File: config.mk
export PLATFORM = sky130hd
export DESIGN_NAME = keypad_scanner
export DESIGN_NICKNAME = d
export VERILOG_FILES = /design/src/rtl/keypad_pkg.sv /design/src/rtl/row_sync.sv /design/src/rtl/keypad_scanner.sv
export SDC_FILE = /design/constraint.sdc
export NUM_CORES = 1
export LEC_CHECK = 0
export BUFFER_PORTS_ARGS = -buffer_cell sky130_fd_sc_hd__buf_2
export CAP_MARGIN = 40
export CORE_AREA = 2 2 68 70
export DETAILED_ROUTE_END_ITERATION = 8
export DIE_AREA = 0 0 70 72
export GPL_ROUTABILITY_DRIVEN = 0
export HOLD_SLACK_MARGIN = 0.05
export PLACE_DENSITY = 0.8
export SLEW_MARGIN = 20
export SYNTH_ARGS = -nofsm -noshare
export SYNTH_HDL_FRONTEND = slang
export SYNTH_SLANG_ARGS = --single-unit
File: constraint.sdc
create_clock -name clk -period 2.8 [get_ports clk]
set_input_delay 0 -clock clk [delete_from_list [all_inputs] [get_ports clk]]
set_output_delay 0 -clock clk [all_outputs]
set_load 0.02 [all_outputs]
File: src/rtl/keypad_pkg.sv
// Shared types and helpers for the matrix keypad front end.
// Latency: none, declarations only.
// Backpressure: none, declarations only.
package keypad_pkg;

  typedef enum logic [1:0] {
    SCAN     = 2'd0,
    DEBOUNCE = 2'd1,
    HELD     = 2'd2,
    RELEASE  = 2'd3
  } keypad_state_t;

  localparam int NUM_COLS = 4;
  localparam int NUM_ROWS = 3;
  localparam int NUM_KEYS = 10;

  // Column-major key numbering: k = 3*col + row.
  function automatic logic [3:0] key_index(input logic [1:0] col, input logic [1:0] row);
    return 4'(3 * int'(col) + int'(row));
  endfunction

endpackage

File: src/rtl/row_sync.sv
// Two-flop synchronizer for asynchronous, active-low pad inputs; resets to all-ones (idle).
// Latency: 2 clk cycles from i_d to o_q.
// Backpressure: none; samples every cycle.
// Ports: clk, nrst (sync active-high), i_d (async input), o_q (synchronized output).
module row_sync #(
  parameter int WIDTH = 3
) (
  input  logic             clk,
  input  logic             nrst,
  input  logic [WIDTH-1:0] i_d,
  output logic [WIDTH-1:0] o_q
);

  logic [WIDTH-1:0] r_meta;
  logic [WIDTH-1:0] r_sync;

  always_ff @(posedge clk) begin
    if (nrst) begin
      r_meta <= '1;
      r_sync <= '1;
    end else begin
      r_meta <= i_d;
      r_sync <= r_meta;
    end
  end

  assign o_q = r_sync;

endmodule

File: src/rtl/keypad_scanner.sv
// 4x3 matrix keypad scanner: column scan, row sync, press/release debounce, one-hot pb strobe.
// Latency: pb strobes DEBOUNCE_CYCLES+1 edges after the scan sample edge; pb is registered.
// Backpressure: none; pb is a single-cycle strobe that is not held or queued.
// Ports: clk, nrst (sync active-high), row_n[2:0] (async, active-low),
//        col_n[3:0] (one bit low), pb[9:0] (strobe), key_valid, key_idx[3:0].
module keypad_scanner
  import keypad_pkg::*;
#(
  parameter int SCAN_CYCLES     = 100,
  parameter int DEBOUNCE_CYCLES = 10000
) (
  input  logic       clk,
  input  logic       nrst,
  input  logic [2:0] row_n,
  output logic [3:0] col_n,
  output logic [9:0] pb,
  output logic       key_valid,
  output logic [3:0] key_idx
);

  localparam int CNT_MAX = (SCAN_CYCLES > DEBOUNCE_CYCLES) ? SCAN_CYCLES : DEBOUNCE_CYCLES;
  localparam int CW      = $clog2(CNT_MAX + 1);
  localparam logic [CW-1:0] SCAN_LAST = CW'(SCAN_CYCLES - 1);
  // Debounce/release windows run the counter 0..DEBOUNCE_CYCLES, so the
  // decision lands DEBOUNCE_CYCLES+1 edges after entering the state.
  localparam logic [CW-1:0] DEB_LAST  = CW'(DEBOUNCE_CYCLES);

  logic [2:0]    w_rs;
  keypad_state_t r_state, w_state_nxt;
  logic [CW-1:0] r_cnt, w_cnt_nxt;
  logic [1:0]    r_col, w_col_nxt;
  logic [2:0]    r_cap_pat, w_cap_pat_nxt;
  logic [3:0]    r_key, w_key_nxt;
  logic [9:0]    r_pb, w_pb_nxt;
  logic          r_key_valid, w_key_valid_nxt;
  logic [3:0]    r_key_idx, w_key_idx_nxt;

  logic          w_one_low;
  logic [1:0]    w_row;
  logic [3:0]    w_k;
  logic          w_hit;

  row_sync #(.WIDTH(3)) u_row_sync (
    .clk  (clk),
    .nrst (nrst),
    .i_d  (row_n),
    .o_q  (w_rs)
  );

  // Exactly one low row identifies a key; two or more low rows are ambiguous.
  always_comb begin
    w_one_low = 1'b1;
    w_row     = 2'd0;
    case (w_rs)
      3'b110:  w_row = 2'd0;
      3'b101:  w_row = 2'd1;
      3'b011:  w_row = 2'd2;
      default: w_one_low = 1'b0;
    endcase
  end

  assign w_k   = key_index(r_col, w_row);
  assign w_hit = w_one_low && (w_k < 4'(NUM_KEYS));

  always_comb begin
    w_state_nxt     = r_state;
    w_cnt_nxt       = r_cnt;
    w_col_nxt       = r_col;
    w_cap_pat_nxt   = r_cap_pat;
    w_key_nxt       = r_key;
    w_pb_nxt        = '0;
    w_key_valid_nxt = r_key_valid;
    w_key_idx_nxt   = r_key_idx;
    case (r_state)
      SCAN: begin
        if (r_cnt == SCAN_LAST) begin
          w_cnt_nxt = '0;
          if (w_hit) begin
            w_state_nxt   = DEBOUNCE;
            w_cap_pat_nxt = w_rs;
            w_key_nxt     = w_k;
          end else begin
            w_col_nxt = r_col + 2'd1;
          end
        end else begin
          w_cnt_nxt = r_cnt + CW'(1);
        end
      end
      DEBOUNCE: begin
        if (w_rs != r_cap_pat) begin
          w_state_nxt = SCAN;
          w_cnt_nxt   = '0;
          w_col_nxt   = r_col + 2'd1;
        end else if (r_cnt == DEB_LAST) begin
          w_state_nxt     = HELD;
          w_cnt_nxt       = '0;
          w_pb_nxt        = 10'b1 << r_key;
          w_key_valid_nxt = 1'b1;
          w_key_idx_nxt   = r_key;
        end else begin
          w_cnt_nxt = r_cnt + CW'(1);
        end
      end
      HELD: begin
        // Only the captured row matters; other rows in the frozen column are ignored here.
        if ((w_rs & ~r_cap_pat) != 3'b000) begin
          w_state_nxt = RELEASE;
          w_cnt_nxt   = '0;
        end
      end
      RELEASE: begin
        if (w_rs != 3'b111) begin
          w_state_nxt = HELD;
          w_cnt_nxt   = '0;
        end else if (r_cnt == DEB_LAST) begin
          w_state_nxt     = SCAN;
          w_cnt_nxt       = '0;
          w_col_nxt       = r_col + 2'd1;
          w_key_valid_nxt = 1'b0;
        end else begin
          w_cnt_nxt = r_cnt + CW'(1);
        end
      end
      default: begin
        w_state_nxt = SCAN;
        w_cnt_nxt   = '0;
      end
    endcase
  end

  always_ff @(posedge clk) begin
    if (nrst) begin
      r_state     <= SCAN;
      r_cnt       <= '0;
      r_col       <= 2'd0;
      r_cap_pat   <= 3'b111;
      r_key       <= 4'd0;
      r_pb        <= '0;
      r_key_valid <= 1'b0;
      r_key_idx   <= 4'd0;
    end else begin
      r_state     <= w_state_nxt;
      r_cnt       <= w_cnt_nxt;
      r_col       <= w_col_nxt;
      r_cap_pat   <= w_cap_pat_nxt;
      r_key       <= w_key_nxt;
      r_pb        <= w_pb_nxt;
      r_key_valid <= w_key_valid_nxt;
      r_key_idx   <= w_key_idx_nxt;
    end
  end

  assign col_n     = ~(4'b0001 << r_col);
  assign pb        = r_pb;
  assign key_valid = r_key_valid;
  assign key_idx   = r_key_idx;

endmodule

==> out/metrics.csv, run 1 <==
stage,metric,value,unit
outcome,status,"complete, no violations",
floorplan,ios,24,
power_and_ir_drop,p_sw,0.000458,W
cells_and_area,final_core_util,0.616,
floorplan,start_util,0.510,
synthesis,syn-num-nets,258,
floorplan,die-width,70,um
power_and_ir_drop,fin_total_pwr,0.00145,W
cells_and_area,layout_commonest_cell,dfxtp_1,
synthesis,ys_async_sr_fraction,0,
power_and_ir_drop,comb_power_share,0.211,
min_path,hold_path.startpoint,nrst,
power_and_ir_drop,seqPwrFrac,0.496,
global_route,antenna_found_initial,0,
power_and_ir_drop,max-vdd-ir-drop,0.254,mV
cells_and_area,fillCellCount,360,
detailed_routing,drtAntennaViolNets,0,
power_and_ir_drop,clkPwrFrac,0.292,
clock_network,clock-sinks,46,
global_route,track_usage,0.172,
floorplan,die_area,5040,sq um
worst_setup_path,r2r_end,r_key[2],
detailed_routing,viasPerCell,5.32,
clock_network,root_buffer,clkbuf_8,
detailed_routing,drt-total-wl,4420,um
timing,skew,0.00953,ns
worst_setup_path,worstReg2RegStart,u_row_sync.o_q[1],
cells_and_area,regArea,925,sq um
flow_run,cap_violations,0,
worst_setup_path,path_class,flop to flop,
clock_network,cts_made_buffers,5,
cells_and_area,nets,297,
synthesis,synth_edf_count,0,
worst_setup_path,regToRegSetupSlack,0.04,ns
cells_and_area,drive_gt1_frac,0.279,
cells_and_area,synthToLayoutAreaGrowth,20.8,%
timing,fmax,363,MHz
worst_setup_path,critPathLaunchType,flop,
synthesis,synth.yosys.seq_area_share,0.423,
cells_and_area,multi_input_area,1210,sq um
clock_network,cts.reportedPaths.clkPinSlew,0.10,ns
min_path,min_path_type,input pin to flop,
cells_and_area,most-common-layout-cells,"dfxtp_1, nor2_1, buf_2, inv_1, nand2_1",
global_route,grt-ovfl-total,0,
detailed_routing,drtIter0Drc,83,
clock_network,clk_path_buf_depth,2,
worst_setup_path,required,3.04,ns
timing,slew_headroom,0.619,
placed_design,io_buffers,23,
placed_design,post-dp-hpwl,2900,um
timing,hold_viol,0,
clock_network,clkLatencyLatePin,0.31,ns
global_route,first_global_vias,1586,
synthesis,syn-instance-count,240,
synthesis,syn-cell-area,2170,sq um
detailed_routing,routedWlPerCell,13.3,um
floorplan,fp.coreArea,4260,sq um
global_route,grt_max_degree,34,
worst_setup_path,crit_fanout,6,
synthesis,ys_ff_latch,46,
timing,setup_viol,0,
clock_network,cts_tree,built,
worst_setup_path,end_kind,flop,
synthesis,synth_warnings,0,
cells_and_area,diodes,0,
min_path,holdPathStages,2,
clock_network,htreeDepth,2,
global_route,grt_pass1_wl,6950,um
worst_setup_path,crit_arrival,2.99,ns
timing,post-route-period-util,0.984,
timing,period_needed,2.76,ns
power_and_ir_drop,cellLeakagePower,1.07,nW
detailed_routing,drc,0,
floorplan,rows,24,
detailed_routing,vias,1765,
timing,slew_viol_final,0,
min_path,hold_end,r_key[0],
synthesis,synth_flop_cell,dfxtp_1,
timing,rsz0062_at_grt,true,
timing,worst_pin_slew,0.571,ns
detailed_routing,first_pass_iters,4,
floorplan,die_y,72,um
synthesis,syn_avg_cell_area,9.06,sq um
power_and_ir_drop,cellPowerDensity,552,nW/um^2
worst_setup_path,rr_worst_depth,12,
power_and_ir_drop,intPower,0.000993,W
synthesis,synth_cell_type_count,51,
power_and_ir_drop,p_sw_frac,0.315,
## worst max-delay path: stages, from the launching register on
cell      delay (ns)
dfxtp_2         0.33
inv_2           0.06
nor3_2          0.04
fa_1            0.48
ha_2            0.17
inv_2           0.04
fa_1            0.48
nand2b_1        0.09
a221oi_4        0.35
nand3_2         0.16
buf_6           0.18
or2_0           0.19
a21oi_1         0.11
## timing repair
item,CTS,global route
hold buffers,3,0
buffers inserted,0,3
resized for setup,1,21
endpoints found under the hold margin,3,0
pin swaps,0,6
endpoints found under the setup margin,6,9
## metal layers
layer	vias up	routed length (um)	global-route usage
li1	891	-	-
met1	820	1940	0.215
met2	45	2200	0.283
met3	9	186	0.0403
met4	0	91	0.0812
met5	-	0	0
## worst max-delay path by stage
stage,startpoint,to,slack [ns],cells past startpoint
6_report,u_row_sync.o_q[1],r_key[2],0.04,12
5_1_grt,u_row_sync.o_q[0],r_key[2],-0.11,12
4_1_cts,u_row_sync.o_q[2],r_cap_pat[2],0.01,12
3_5_place_dp,u_row_sync.o_q[2],r_cap_pat[2],-0.06,12
3_3_place_gp,u_row_sync.o_q[0],r_col[0],0.09,11
2_1_floorplan,u_row_sync.o_q[0],r_col[0],0.03,11
## cell type report
type,count,area share
well taps,52,0.0248
multi-input cells,166,0.459
inverters,20,0.0286
clock inverters,3,0.00952
flip-flops and latches,46,0.352
repair buffers,40,0.100
clock buffers,5,0.0262
## registers in the layout, indices dropped and copies added (netlist names)
| signal | count |
|---|---|
| r_key | 4 |
| r_col | 2 |
| r_state | 2 |
| u_row_sync.r_meta | 3 |
| pb | 10 |
| key_idx | 4 |
| r_cnt | 14 |
| key_valid | 1 |
| r_cap_pat | 3 |
| u_row_sync.o_q | 3 |
## per-stage QoR
step | instances | cell area, sq um | hold slack, ns | setup slack [ns] | TNS, ns
final | 332 | 2630 | 0.168 | 0.0449 | 0
after global routing | 332 | 2630 | 0.201 | -0.112 | -0.643
after CTS | 328 | 2530 | 0.155 | 0.0120 | 0
after detailed placement | 317 | 2400 | 0.190 | -0.0568 | -0.198
after global placement | 317 | 2400 | 0.182 | 0.0904 | 0
after floorplan | 240 | 2170 | 0.104 | 0.0318 | 0
## cells by family (layout without fill, tap and decap cells)
logic type	count (synthesis)	count (layout)	share of synthesized area
simple gates	112	112	0.292
flops	46	46	0.423
buf+inv	28	68	0.0501
compound gates	25	25	0.0852
fa+ha+maj	13	13	0.0817
xor+xnor	11	11	0.0443
mux	5	5	0.0236
## cells in the mapped netlist, types with 3 or more instances
cell type	number	area share
dfxtp_1	46	0.42
nor2_1	41	0.071
inv_1	20	0.035
nand2_1	16	0.028
ha_1	11	0.063
nand3_1	9	0.021
xnor2_1	8	0.032
or2_2	7	0.020
a21oi_1	6	0.014
nor3_1	6	0.014
clkbuf_1	5	0.0086
mux2i_1	4	0.018
nand2b_1	4	0.012
a211o_1	3	0.012
buf_2	3	0.0069
nand4b_1	3	0.012
xor2_1	3	0.012
## power by group through the flow
stage,logic [W],registers [W],clock network (W)
after CTS,0.000271,0.000717,0.000430
after detailed placement,0.000265,0.000732,0
final,0.000306,0.000720,0.000424
after global placement,0.000257,0.000732,0
after global routing,0.000338,0.000728,0.000452
after floorplan,0.000200,0.000721,0
No activity file was read; power rests on OpenSTA's default activity.
==> run 2, diff against run 1 <==
--- a/config.mk
+++ b/config.mk
@@ -7,9 +7,9 @@
 export LEC_CHECK = 0
 export BUFFER_PORTS_ARGS = -buffer_cell sky130_fd_sc_hd__buf_2
 export CAP_MARGIN = 40
-export CORE_AREA = 2 2 68 70
+export CORE_AREA = 3 3 69 71
 export DETAILED_ROUTE_END_ITERATION = 8
-export DIE_AREA = 0 0 70 72
+export DIE_AREA = 0 0 72 74
 export GPL_ROUTABILITY_DRIVEN = 0
 export HOLD_SLACK_MARGIN = 0.05
 export PLACE_DENSITY = 0.8
==> run 2 against run 1 <==
Combinational power shrank 1%. Non-clock buffer count is the same. Die area grew 5.7%. Critical path depth is the same. Sequential share of layout area grew 0.42 points. Cell area shrank 1.2%. Clock skew shrank 0.0015 ns. Core utilization shrank 1.2 points. Via count shrank 1.6%. Sequential power is essentially flat. First-iteration DRC count grew 13%. Largest power group unchanged.
==> out/metrics.csv, run 2 (synthesis results as in run 1) <==
stage,metric,value,unit
global_route,antenna_found_initial,0,
clock_network,cts_tree,built,
global_route,first_global_vias,1512,
detailed_routing,routedWlPerCell,12.9,um
timing,skew,0.00802,ns
cells_and_area,largest_reg_flops,14,
timing,worst_pin_slew,0.548,ns
floorplan,die-width,72,um
cells_and_area,nets,297,
timing,setup_viol,0,
timing,setup_tns,0,ns
timing,rsz0062_at_grt,true,
timing,slew_headroom,0.635,
placed_design,place_ws,-0.0779,ns
clock_network,cts.reportedPaths.clkPinSlew,0.09,ns
clock_network,clkLatencyLatePin,0.31,ns
power_and_ir_drop,cellLeakagePower,1.07,nW
timing,worst_slack,0.00463,ns
detailed_routing,viasPerCell,5.23,
power_and_ir_drop,fin_total_pwr,0.00144,W
timing,fmax,358,MHz
floorplan,fp.coreArea,4290,sq um
outcome,status,"complete, no violations",
floorplan,die_y,74,um
detailed_routing,drtAntennaViolNets,0,
floorplan,start_util,0.506,
detailed_routing,drt-total-wl,4290,um
timing,post-route-period-util,0.998,
clock_network,cts_made_buffers,5,
cells_and_area,diodes,0,
power_and_ir_drop,cellPowerDensity,557,nW/um^2
worst_setup_path,end_kind,flop,
clock_network,clock-sinks,46,
detailed_routing,drtIter0Drc,94,
power_and_ir_drop,max-vdd-ir-drop,0.319,mV
detailed_routing,vias,1736,
worst_setup_path,required,3.00,ns
placed_design,io_buffers,23,
timing,slew_viol_final,0,
worst_setup_path,path_class,flop to flop,
detailed_routing,drc,0,
timing,hold_viol,0,
cells_and_area,stdcell_count,332,
floorplan,die_area,5330,sq um
cells_and_area,most-common-layout-cells,"dfxtp_1, nor2_1, buf_2, inv_1, nand2_1",
worst_setup_path,crit_arrival,2.99,ns
worst_setup_path,crit_fanout,2,
clock_network,clk_path_buf_depth,2,
cells_and_area,regMostFlops,r_cnt,
cells_and_area,final_core_util,0.605,
global_route,grt_max_degree,34,
placed_design,dp.cells,315,
clock_network,htreeDepth,2,
detailed_routing,first_pass_iters,5,
global_route,grt-ovfl-total,0,
cells_and_area,fillCellCount,379,
clock_network,root_buffer,clkbuf_8,
min_path,min_path_type,input pin to flop,
cells_and_area,drive_gt1_frac,0.264,
global_route,grt_pass1_wl,6870,um
floorplan,ios,24,
floorplan,rows,24,
cells_and_area,synthToLayoutAreaGrowth,19.4,%
timing,period_needed,2.80,ns
flow_run,cap_violations,0,
cells_and_area,layout_commonest_cell,dfxtp_1,
placed_design,post-dp-hpwl,2920,um
worst_setup_path,critPathLaunchType,flop,
global_route,track_usage,0.163,
[run 2: area by class of cell]
| class | count | area (sq um) | share of cell area |
|---|---|---|---|
| timing repair buffer | 40 | 249 | 0.0959 |
| tap | 52 | 65.1 | 0.0251 |
| clock inverter | 3 | 25.0 | 0.00964 |
| multi-input combinational | 166 | 1190 | 0.458 |
| sequential | 46 | 925 | 0.356 |
| inverter | 20 | 75.1 | 0.0289 |
| clock buffer | 5 | 68.8 | 0.0265 |
[run 2: critical path: stages, from the launching register on]
cell and delay, ns:
dfxtp_2 0.34, inv_2 0.05, nor3_4 0.16, fa_1 0.44, ha_2 0.18, inv_2 0.05, fa_1 0.41, nand2b_1 0.10
a221oi_2 0.07, buf_4 0.14, nand2b_4 0.14, a211oi_4 0.28, mux2_4 0.33
[run 2: stage by stage]
| step | cell area [sq um] | hold WS [ns] |
|---|---|---|
| detailed placement | 2380 | 0.184 |
| floorplan | 2170 | 0.104 |
| global placement | 2380 | 0.182 |
| global route | 2600 | 0.172 |
| CTS | 2540 | 0.147 |
| finish | 2600 | 0.151 |
[run 2: repair_timing]
action,4_1_cts,5_1_grt
cloned,0,1
pin swaps,4,9
endpoints found under the hold margin,3,0
hold buffers,3,0
endpoints found under the setup margin,2,9
gates resized for setup,6,9
buffers inserted,0,4
[run 2: worst paths after layout]
kind                              from           endpoint  slack, ns  depth (start not counted)
setup / recovery     u_row_sync.o_q[1]           r_col[0]      0.005                         12
setup reg to reg     u_row_sync.o_q[1]           r_col[0]      0.005                         12
hold reg to reg   u_row_sync.r_meta[2]  u_row_sync.o_q[2]       0.42                          1
hold / removal                    nrst           r_key[0]       0.15                          2
[run 2: routing by layer]
| metal | share of wire | vias up | global-route usage | wire (um) |
|---|---|---|---|---|
| met4 | 0.017 | 0 | 0.0626 | 73 |
| met3 | 0.041 | 6 | 0.0419 | 176 |
| met1 | 0.48 | 803 | 0.211 | 2050 |
| met5 | 0 | - | 0 | 0 |
| li1 | - | 896 | - | - |
| met2 | 0.46 | 31 | 0.264 | 2000 |
[run 2: power breakdown]
group	switching (W)	internal [W]
logic	0.000171	0.000132
registers	0.0000375	0.000682
clock network	0.000243	0.000180
total	0.000451	0.000993
==> run 3, diff against run 2 <==
==> constraint.sdc (replaced) <==
create_clock -name clk -period 2.8 [get_ports clk]
set_input_delay 0.28 -clock clk [delete_from_list [all_inputs] [get_ports clk]]
set_output_delay 0.28 -clock clk [all_outputs]
set_load 0.02 [all_outputs]
==> run 3 against run 2 <==
Clock power is essentially flat. Total power decreased by 0.25%. Sequential power about the same. Critical path depth is the same. Non-clock buffer count decreased by 3. Clock skew down 0.00087 ns. Worst setup slack improved by 0.0022 ns. First-iteration DRC count grew 3.2%. Register-to-register slack hardly changed. Die area is the same.
==> out/metrics.csv, run 3 (synthesis results as in run 1) <==
stage,metric,value,unit
placed_design,dpl_cell_area,2380,sq um
clock_network,cts.reportedPaths.clkPinSlew,0.09,ns
placed_design,post-dp-hpwl,2920,um
worst_setup_path,rr_worst_depth,12,
timing,fmax,358,MHz
timing,worst_pin_slew,0.545,ns
detailed_routing,drc,0,
worst_setup_path,crit_fanout,2,
detailed_routing,drt-total-wl,4290,um
floorplan,fp.coreArea,4290,sq um
flow_run,cap_violations,0,
cells_and_area,synthToLayoutAreaGrowth,18.0,%
min_path,hold_path.startpoint,row_n[0],
global_route,track_usage,0.162,
clock_network,cts_made_buffers,5,
worst_setup_path,slowest_delay,0.44,ns
cells_and_area,layout_commonest_cell,dfxtp_1,
clock_network,htreeDepth,2,
floorplan,die_area,5330,sq um
clock_network,clock-sinks,46,
timing,post-route-period-util,0.998,
worst_setup_path,worst-path-buf-inv,3,
detailed_routing,first_pass_iters,4,
detailed_routing,drtIter0Drc,97,
timing,rsz0062_at_grt,true,
floorplan,die-width,72,um
cells_and_area,largest_reg_flops,14,
floorplan,ios,24,
global_route,grt_pass1_wl,6800,um
clock_network,clk_path_buf_depth,2,
cells_and_area,most-common-layout-cells,"dfxtp_1, nor2_1, buf_2, inv_1, nand2_1",
placed_design,io_buffers,23,
global_route,antenna_found_initial,0,
timing,period_needed,2.79,ns
power_and_ir_drop,cellPowerDensity,562,nW/um^2
power_and_ir_drop,cellLeakagePower,1.06,nW
global_route,grt-ovfl-total,0,
placed_design,dp.cells,315,
detailed_routing,highest_layer,met4,
clock_network,root_buffer,clkbuf_8,
cells_and_area,nets,294,
global_route,grt_max_degree,34,
worst_setup_path,critPathLaunchType,flop,
worst_setup_path,worstReg2RegStart,u_row_sync.o_q[1],
worst_setup_path,path_class,flop to flop,
worst_setup_path,crit_slowest_cell,fa_1,
global_route,first_global_vias,1479,
clock_network,clkLatencyLatePin,0.31,ns
cells_and_area,regMostFlops,r_cnt,
floorplan,rows,24,
cells_and_area,stdcell_count,329,
worst_setup_path,crit_arrival,2.99,ns
detailed_routing,drtAntennaViolNets,0,
clock_network,ctsHoldBuffers,0,
detailed_routing,dr_wl_met3,171,um
min_path,min_path_type,input pin to flop,
outcome,status,"complete, no violations",
detailed_routing,routedWlPerCell,13.0,um
cells_and_area,drive_gt1_frac,0.267,
floorplan,start_util,0.506,
floorplan,die_y,74,um
worst_setup_path,end_kind,flop,
worst_setup_path,required,3.00,ns
worst_setup_path,path_cells,inv_2 -> nor3_4 -> fa_1 -> ha_2 -> inv_2 -> fa_1 -> nand2b_1 -> a221oi_2 -> buf_4 -> nand2b_4 -> a211oi_4 -> mux2_4,
power_and_ir_drop,max-vdd-ir-drop,0.318,mV
timing,setup_viol,0,
cells_and_area,fillCellCount,381,
timing,slew_viol_final,0,
cells_and_area,diodes,0,
detailed_routing,vias,1735,
min_path,holdPathStages,2,
detailed_routing,viasPerCell,5.27,
min_path,hold_end,u_row_sync.r_meta[0],
detailed_routing,m1WireLength,2030,um
timing,hold_viol,0,
cells_and_area,finish.instance_area,2570,sq um
timing,setup_tns,0,ns
timing,skew,0.00716,ns
timing,slew_headroom,0.637,
worst_setup_path,r2r_end,r_col[0],
worst_setup_path,path_delay_family,adder cells,
worst_setup_path,regToRegSetupSlack,0.007,ns
clock_network,cts_tree,built,
detailed_routing,wl_met2,2010,um
[run 3: area by class of cell]
type / count / area [sq um] / share of cell area
clock buffer: 5 / 68.8 / 0.0268
timing repair buffer: 37 / 219 / 0.0853
sequential: 46 / 925 / 0.360
inverter: 20 / 75.1 / 0.0293
tap: 52 / 65.1 / 0.0254
multi-input combinational: 166 / 1190 / 0.463
clock inverter: 3 / 25.0 / 0.00975
[run 3: routing by layer]
layer,vias to the layer above,track usage
li1,891,-
met1,799,0.211
met2,40,0.259
met3,5,0.0419
met4,0,0.0626
met5,-,0
[run 3: worst register-to-register path, stage by stage, from the launching register on]
cell and delay, ns:
dfxtp_2 0.34, inv_2 0.05, nor3_4 0.16, fa_1 0.44, ha_2 0.18, inv_2 0.05
fa_1 0.41, nand2b_1 0.10, a221oi_2 0.07, buf_4 0.14, nand2b_4 0.14, a211oi_4 0.28
mux2_4 0.33
[run 3: how the worst max path moves through the flow]
stage                                 start  slack (ns)  depth (start not counted)        to
after floorplan           u_row_sync.o_q[0]        0.03                         11  r_col[0]
after global placement    u_row_sync.o_q[0]        0.08                         11  r_col[0]
after detailed placement  u_row_sync.o_q[0]       -0.08                         11  r_col[0]
after CTS                 u_row_sync.o_q[1]       0.003                         11  r_col[0]
after global routing      u_row_sync.o_q[0]       -0.16                         13  r_key[3]
final                     u_row_sync.o_q[1]       0.007                         12  r_col[0]
[run 3: timing repair]
action                                  CTS  global route
endpoints found under the setup margin    2             9
gates resized for setup                   6             9
cloned                                    0             1
pin swaps                                 4             9
setup buffers                             0             4
[run 3: stage by stage]
step                 util  hold WS [ns]  power [W]  worst slack, ns
CTS                 0.584         0.141    0.00143          0.00271
finish              0.598         0.146    0.00144          0.00687
detailed placement  0.554         0.394    0.00100          -0.0779
global route        0.598         0.142    0.00151           -0.160
global placement    0.554         0.392   0.000988           0.0776
floorplan               -         0.384   0.000921           0.0318
[run 3: power breakdown]
group          leakage, nW  total [W]  switching, W  internal [W]
Clock               0.0447   0.000423      0.000243      0.000180
Sequential           0.372   0.000719     0.0000374      0.000682
Combinational        0.643   0.000299      0.000170      0.000129
